[config.mk]
export PLATFORM = sky130hd
export DESIGN_NAME = reg_wb_arbiter
export DESIGN_NICKNAME = d
export VERILOG_FILES = /design/src/rtl/reg_wb_arbiter_pkg.sv /design/src/rtl/reg_wb_arbiter_fifo.sv /design/src/rtl/reg_wb_arbiter.sv
export SDC_FILE = /design/constraint.sdc
export NUM_CORES = 1
export LEC_CHECK = 0
export CORE_MARGIN = 2
export CORE_UTILIZATION = 45
export CTS_BUF_LIST = sky130_fd_sc_hd__clkbuf_4
export DETAILED_ROUTE_END_ITERATION = 6
export PLACE_DENSITY = 0.71
export RECOVER_POWER = 50
export SYNTH_ARGS = -nofsm -noshare
export SYNTH_HDL_FRONTEND = slang
export SYNTH_HIERARCHICAL = 1
export SYNTH_SLANG_ARGS = --single-unit
[constraint.sdc]
create_clock -name CLK -period 2.73 [get_ports CLK]
set_input_delay 0.6825 -clock CLK [delete_from_list [all_inputs] [get_ports CLK]]
set_output_delay 0.6825 -clock CLK [all_outputs]
set_load 0.02 [all_outputs]
[src/rtl/reg_wb_arbiter_pkg.sv]
// Shared types and constants for the register-file writeback arbiter.
// The FIFO entry struct is the {addr, data} pair carried by one write.
package reg_wb_arbiter_pkg;
   localparam int AW         = 3;
   localparam int DW         = 8;
   localparam int FIFO_DEPTH = 2;

   localparam logic [1:0] ST_IDLE    = 2'b00;
   localparam logic [1:0] ST_DRAIN   = 2'b01;
   localparam logic [1:0] ST_BLOCKED = 2'b10;

   typedef struct packed {
      logic [AW-1:0] addr;
      logic [DW-1:0] data;
   } wb_entry_t;
endpackage

[src/rtl/reg_wb_arbiter_fifo.sv]
// wb_fifo: 2-entry {addr,data} queue holding ALU results that could not
// issue directly. Contents are not reset; only pointers and count are.
module wb_fifo
   import reg_wb_arbiter_pkg::*;
(
   input  logic       CLK,
   input  logic       RESET,
   input  logic       push,
   input  logic       pop,
   input  wb_entry_t  din,
   output wb_entry_t  dout,
   output logic       full,
   output logic       empty,
   output logic [1:0] count
);
   wb_entry_t mem [FIFO_DEPTH];
   logic      wr_ptr, rd_ptr;
   logic      do_push, do_pop;

   assign full    = (count == 2'(FIFO_DEPTH));
   assign empty   = (count == 2'd0);
   assign do_push = push & ~full;
   assign do_pop  = pop & ~empty;
   assign dout    = mem[rd_ptr];

   always_ff @(posedge CLK or negedge RESET) begin
      if (!RESET) begin
         wr_ptr <= 1'b0;
         rd_ptr <= 1'b0;
         count  <= 2'd0;
      end else begin
         if (do_push) wr_ptr <= wr_ptr + 1'b1;
         if (do_pop)  rd_ptr <= rd_ptr + 1'b1;
         count <= count + 2'(do_push) - 2'(do_pop);
      end
   end

   always_ff @(posedge CLK) begin
      if (do_push) mem[wr_ptr] <= din;
   end
endmodule

[src/rtl/reg_wb_arbiter.sv]
// Shares the single register-file write port between ALU and load writebacks.
// Queued ALU results always write before a pending load; BUSYWAIT blocks all writes.
module reg_wb_arbiter
   import reg_wb_arbiter_pkg::*;
(
   input  logic          CLK,
   input  logic          RESET,
   input  logic          ALU_REQ,
   input  logic [AW-1:0] ALU_ADDR,
   input  logic [DW-1:0] ALU_DATA,
   input  logic          MEM_REQ,
   input  logic [AW-1:0] MEM_ADDR,
   input  logic [DW-1:0] MEM_DATA,
   input  logic          BUSYWAIT,
   output logic          ALU_GNT,
   output logic          MEM_GNT,
   output logic          RF_WRITE,
   output logic [AW-1:0] RF_ADDR,
   output logic [DW-1:0] RF_DATA,
   output logic          STALL,
   output logic [1:0]    STATE
);
   wb_entry_t  alu_ent, mem_ent, head, issue_ent;
   logic       push, pop, full, empty, issue, mem_go;
   logic [1:0] count, cnt_nxt, state_nxt;

   assign alu_ent = '{addr: ALU_ADDR, data: ALU_DATA};
   assign mem_ent = '{addr: MEM_ADDR, data: MEM_DATA};
   assign STALL   = full;
   assign ALU_GNT = ALU_REQ & ~full;

   wb_fifo u_fifo (
      .CLK   (CLK),
      .RESET (RESET),
      .push  (push),
      .pop   (pop),
      .din   (alu_ent),
      .dout  (head),
      .full  (full),
      .empty (empty),
      .count (count)
   );

   // A granted ALU result that loses the port this edge is queued behind the head.
   always_comb begin
      issue     = 1'b0;
      issue_ent = '0;
      mem_go    = 1'b0;
      push      = 1'b0;
      pop       = 1'b0;
      if (BUSYWAIT) begin
         push = ALU_GNT;
      end else if (!empty) begin
         issue     = 1'b1;
         issue_ent = head;
         pop       = 1'b1;
         push      = ALU_GNT;
      end else if (MEM_REQ) begin
         issue     = 1'b1;
         issue_ent = mem_ent;
         mem_go    = 1'b1;
         push      = ALU_GNT;
      end else if (ALU_GNT) begin
         issue     = 1'b1;
         issue_ent = alu_ent;
      end
   end

   assign cnt_nxt = count + 2'(push) - 2'(pop);

   always_comb begin
      state_nxt = ST_IDLE;
      case (STATE)
         ST_IDLE, ST_DRAIN, ST_BLOCKED:
            if (BUSYWAIT)           state_nxt = ST_BLOCKED;
            else if (cnt_nxt != 0)  state_nxt = ST_DRAIN;
            else                    state_nxt = ST_IDLE;
         default: state_nxt = ST_IDLE;
      endcase
   end

   // RF_ADDR/RF_DATA only move on an issued write; they are qualified by RF_WRITE.
   always_ff @(posedge CLK or negedge RESET) begin
      if (!RESET) begin
         RF_WRITE <= 1'b0;
         RF_ADDR  <= '0;
         RF_DATA  <= '0;
         MEM_GNT  <= 1'b0;
         STATE    <= ST_IDLE;
      end else begin
         RF_WRITE <= issue;
         MEM_GNT  <= mem_go;
         STATE    <= state_nxt;
         if (issue) begin
            RF_ADDR <= issue_ent.addr;
            RF_DATA <= issue_ent.data;
         end
      end
   end
endmodule

Word level (Yosys, flattened, before mapping)
Memory sizes are Yosys's and may differ from the RTL's.
Index checks and enable logic that the tools add are counted.
{ "totals": {"reg_bits": 19, "mem_count": 1, "inputBits": 27, "wordCells": 48, "mem_bits_rw": 22, "out_inout_bits": 17} }
{ "op_classes": {"mux": 21, "reduce_logical": 4, "n_bitwise": 5, "add_sub_neg": 6, "n_eq_ne": 3} }
{ "mem_list": {"columns": ["name", "words", "width", "read_ports", "rd_ports_with_merged_regs", "write_ports", "line", "text"], "rows": [
  ["u_fifo.mem", 2, 11, 1, 0, 1, "reg_wb_arbiter_fifo.sv:16", "wb_entry_t mem [FIFO_DEPTH];"]
]} }
{ "op_table": {"columns": ["op", "n"], "rows": [
  ["11-bit two-way mux", 4],
  ["1-bit two-way mux", 15],
  ["2-bit by 1-bit adder with 2-bit output", 2],
  ["2-bit == test (second input constant)", 2],
  ["2-bit logical NOT", 2],
  ["2-bit two-way mux", 2],
  ["2-bit by 1-bit subtractor with 2-bit output", 2],
  ["1-bit AND", 3],
  ["3-bit OR reduction", 1],
  ["1-bit adder (second input constant)", 2],
  ["2-bit by 1-bit == test with 1-bit output (second input constant)", 1],
  ["1-bit NOT", 2],
  ["2-bit nonzero test", 1]
]} }

Longest topological paths before layout
{ "depth": {"ltp_word": 12, "ltp_mapped": 10, "depth_no_buf": 10} }

Cells and area by module
Netlist, hierarchy kept.
{ "by_module_without_submodules": {"columns": ["mod", "cells_each", "seq_area_each_um2", "instances", "area_per_inst_um2"], "rows": [
  ["wb_fifo", 52, 760.7, 1, 996.0],
  ["reg_wb_arbiter", 70, 375.4, 1, 794.5]
]} }

Least setup slack after synthesis
Ideal clock, no wire load.
{ "synth_path": {"path_kind": "input to register", "startpoint": "input port ALU_REQ", "endpoint": "memory u_fifo/mem[0][0] (netlist bit), enable pin", "n_path_buf": 0, "cell_stages": 4, "setup_time_ns": 0.378, "slack_ns": 0.575, "t_arrival_ns": 1.777, "t_required_ns": 2.352, "cell_sequence": "nor2b_2 > o31a_1 > nand2_1 > nor2_1"} }
{ "synth_via": {"elab_chain_cells": 7} }
{ "synth_rtl": {"columns": ["item", "line", "text"], "rows": [
  ["from (decl)", "reg_wb_arbiter.sv:8", "input logic ALU_REQ,"],
  ["1-bit AND (*)", "reg_wb_arbiter.sv:30", "assign ALU_GNT = ALU_REQ & ~full;"],
  ["1-bit two-way mux", "reg_wb_arbiter.sv:58", "end else if (MEM_REQ) begin"],
  ["1-bit two-way mux", "reg_wb_arbiter.sv:53", "end else if (!empty) begin"],
  ["1-bit two-way mux (*)", "reg_wb_arbiter.sv:51", "if (BUSYWAIT) begin"],
  ["named net push", "reg_wb_arbiter.sv:24", "logic push, pop, full, empty, issue, mem_go;"],
  ["1-bit AND (*)", "reg_wb_arbiter_fifo.sv:22", "assign do_push = push & ~full;"],
  ["1-bit two-way mux (*)", "reg_wb_arbiter_fifo.sv:39", "if (do_push) mem[wr_ptr] <= din;"],
  ["1-bit two-way mux (implied by the code) (*)", "reg_wb_arbiter_fifo.sv:39", null],
  ["to (decl)", "reg_wb_arbiter_fifo.sv:16", null]
]} }
Mark *: on every way through the listed nets, which the timed path passes. The rest lies on a longest branch.

Final worst setup path
{ "layout_path": {"startpoint": "input port ALU_REQ", "endpoint": "output port ALU_GNT"} }
{ "layout_via": {"elab_chain_cells": 1} }
{ "layout_rtl": {"columns": ["item", "line", "text"], "rows": [
  ["1-bit AND", "reg_wb_arbiter.sv:30", null],
  ["to (decl)", "reg_wb_arbiter.sv:15", "output logic ALU_GNT,"]
]} }
Every way passes these cells.

==> flow_summary.yaml <==
routing:
  drtAntennaViolNets: 0
  avgRoutedWirePerCell_um: 16.5
  firstDrtPassIters: 6
  drt_wl_total_um: 3620
  vias_per_cell: 5.32
  drt-initial-drc-count: 108
  vias: 1170
  drc_errors: 0
hold_path:
  hp-class: "reg2reg"
floorplanning:
  die_y_um: 67.1
  dieArea_sq_um: 4500
  start_util_pct: 47.8
  io_pins: 44
  rows: 22
  die_x_um: 67.1
  core_sq_um: 3740
clock_network:
  path_clk_slew_ns: 0.12
  cts_setup_buffers: 0
  cts_tree: "done"
  cts-buffers-inserted: 5
  clock_latency_ns: 0.34
  clockRootBuffer: "clkbuf_4"
  cts_resized: 0
  htreeDepth: 2
  cts_buffer_depth: 2
  cts_hold_buf: 0
  cts_num_sinks: 41
timing:
  worst-slew-pin-transition_ns: 1.07
  period_share_pct: 96.4
  grt_setup_unrepaired: "false"
  fin_crit_ns: 2.63
  fin_setup_tns_ns: 0
  fmax_ghz: 0.380
  clock_skew_ns: 0.0152
  setup_slack_ns: 0.0987
  slew-limit-headroom_pct: 28.6
  finalSetupViolations: 0
  final_max_slew_viol_count: 0
  hold_viol: 0
layout:
  n_fill_cell: 326
  fin_util_pct: 62.0
  insertedDiodeCount: 0
  drive_above_1_share_pct: 13.4
  layout.nets: 202
  design_area_sq_um: 2320
  syn_to_final_growth_pct: 29.6
yosys:
  postSynthAreaPerCell_sq_um: 14.7
  ys_types: 23
  syn_area_sq_um: 1790
  ys_seq_area_share_pct: 63.5
  syn_nets: 153
  syn_inst: 122
  yosysWarnings: 6
  ys_seq_elements: 41
place:
  hpwl_um: 2590
  place_congestion: 0.783
  io_buffers: 43
  pre_cts_slack_ns: 0.0900
  placed_cell_area_sq_um: 2270
global_route:
  antenna_found_initial: 0
  grt_max_degree: 20
  grt_pass1_vias: 1250
  overflow: 0
  grt_pass1_wl_um: 5910
  grt_usage_pct: 18.8
power_and_ir_drop:
  switchingPower_w: 0.000846
  finalPower_w: 0.00237
  power.density_nw_per_um2: 1020
  p_sw_share_pct: 35.7
  pwr-share-comb_pct: 45.9
  power.share.sequential_pct: 42.0
  peakVddDrop_v: 0.000516
  p_int_w: 0.00152
  p_clk_share_pct: 12.1
  p_leak_nw: 0.954
worst_setup_path:
  path_max_fanout: 3
  critPathLaunchType: "primary input"
  crit_type: "in2out"
  cp.required_ns: 2.05
  arrival_ns: 1.95
  crit_path_end_kind: "output port"
run_status:
  outcome: "finished clean"
job:
  drv_cap: 0
==> cell families (layout without fill, tap and decap cells) <==
logic type / count (synthesis) / after routing / share of synthesized area [%]
flip-flops: 41 / 41 / 63.5
buffers and inverters: 23 / 73 / 5.87
multiplexers: 22 / 22 / 13.1
AO/OA/AOI/OAI: 15 / 15 / 7.90
AND/OR/NAND/NOR: 11 / 11 / 3.98
XOR/XNOR: 6 / 6 / 2.93
adder cells (fa/ha/maj): 4 / 4 / 2.80
==> per-layer routing <==
metal  vias up  track usage (%)  part of all wire, %
met3         6             5.57                  6.7
met2        46             32.2                   51
met5         -                0                    0
li1        548                -                    -
met4         0             6.89                  1.4
met1       570             22.3                   41
==> power by group through the flow <==
| stage | logic (W) | clock network [W] | registers [W] |
|---|---|---|---|
| 2_1_floorplan | 0.000622 | 0 | 0.00109 |
| 3_3_place_gp | 0.00108 | 0 | 0.00101 |
| 6_report | 0.00109 | 0.000286 | 0.000997 |
| 4_1_cts | 0.00112 | 0.000297 | 0.000998 |
| 3_5_place_dp | 0.00112 | 0 | 0.00101 |
| 5_1_grt | 0.00120 | 0.000325 | 0.00102 |
==> layout by cell type, fill, tap and decap left out, drive strengths merged <==
master         instances
clkbuf                 6
nand2                  1
buf                    3
xnor2                  4
clkdlybuf4s50         29
clkinvlp               1
mux2i                 11
and3                   1
inv                   18
dfrtp                 19
o31a                   2
nor2                   3
and2                   2
ha                     4
nand2b                 1
dlygate4sd3           14
a21oi                  1
a221oi                 1
edfxtp                22
xor2                   2
clkinv                 2
and4bb                 1
mux2                  11
a222oi                11
nor2b                  2
==> worst paths after layout <==
check,from,cells past startpoint,slack (ns),to
max,ALU_REQ,3,0.1,ALU_GNT
min,STATE[0],1,0.49,STATE[1]
max reg2reg,u_fifo/count[1],9,0.40,u_fifo/count[1]
min reg2reg,STATE[0],1,0.49,STATE[1]
max in group asynchronous,RESET,2,1.03,RF_ADDR[1]
min in group asynchronous,RESET,2,1.05,RF_DATA[4]
==> metrics by stage <==
step	hold slack, ns	std cells
after floorplan	0.387	122
after global placement	0.462	212
after detailed placement	0.467	212
after CTS	0.492	220
after global routing	0.514	220
final	0.489	220
==> synthesized netlist by cell type (all sizes together) <==
cell,number,share of area [%]
nand2,1,0.21
xnor2,4,2.0
a221oi,1,0.49
a21oi,1,0.28
buf,5,2.1
ha,4,2.8
nand2b,1,0.35
inv,18,3.8
o31a,2,0.98
dfrtp,19,27
a222oi,11,6.1
nor2,3,0.63
nor2b,2,0.98
edfxtp,22,37
and3,1,0.35
xor2,2,0.98
mux2i,11,6.1
and2,2,0.77
and4bb,1,0.70
mux2,11,6.9
==> state kept, by name (all words and copies together) (netlist names) <==
signal	count
RF_DATA	8
MEM_GNT	1
RF_WRITE	1
u_fifo/count	2
u_fifo/rd_ptr	1
u_fifo/wr_ptr	1
RF_ADDR	3
u_fifo/mem	22
STATE	2
==> area by class of cell <==
cell class / count / area (sq um) / area share, %
Clock buffer: 5 / 37.5 / 1.62
Inverter: 18 / 67.6 / 2.91
Timing Repair Buffer: 47 / 457 / 19.7
Multi-Input combinational cell: 58 / 546 / 23.5
Tap cell: 48 / 60.1 / 2.59
Sequential cell: 41 / 1140 / 48.9
Clock inverter: 3 / 17.5 / 0.755
==> critical path: stages <==
cell and delay [ns]:
clkdlybuf4s50_1 0.47, nor2b_2 0.18, clkdlybuf4s50_1 0.62
Power figures use the tool's default switching activity.
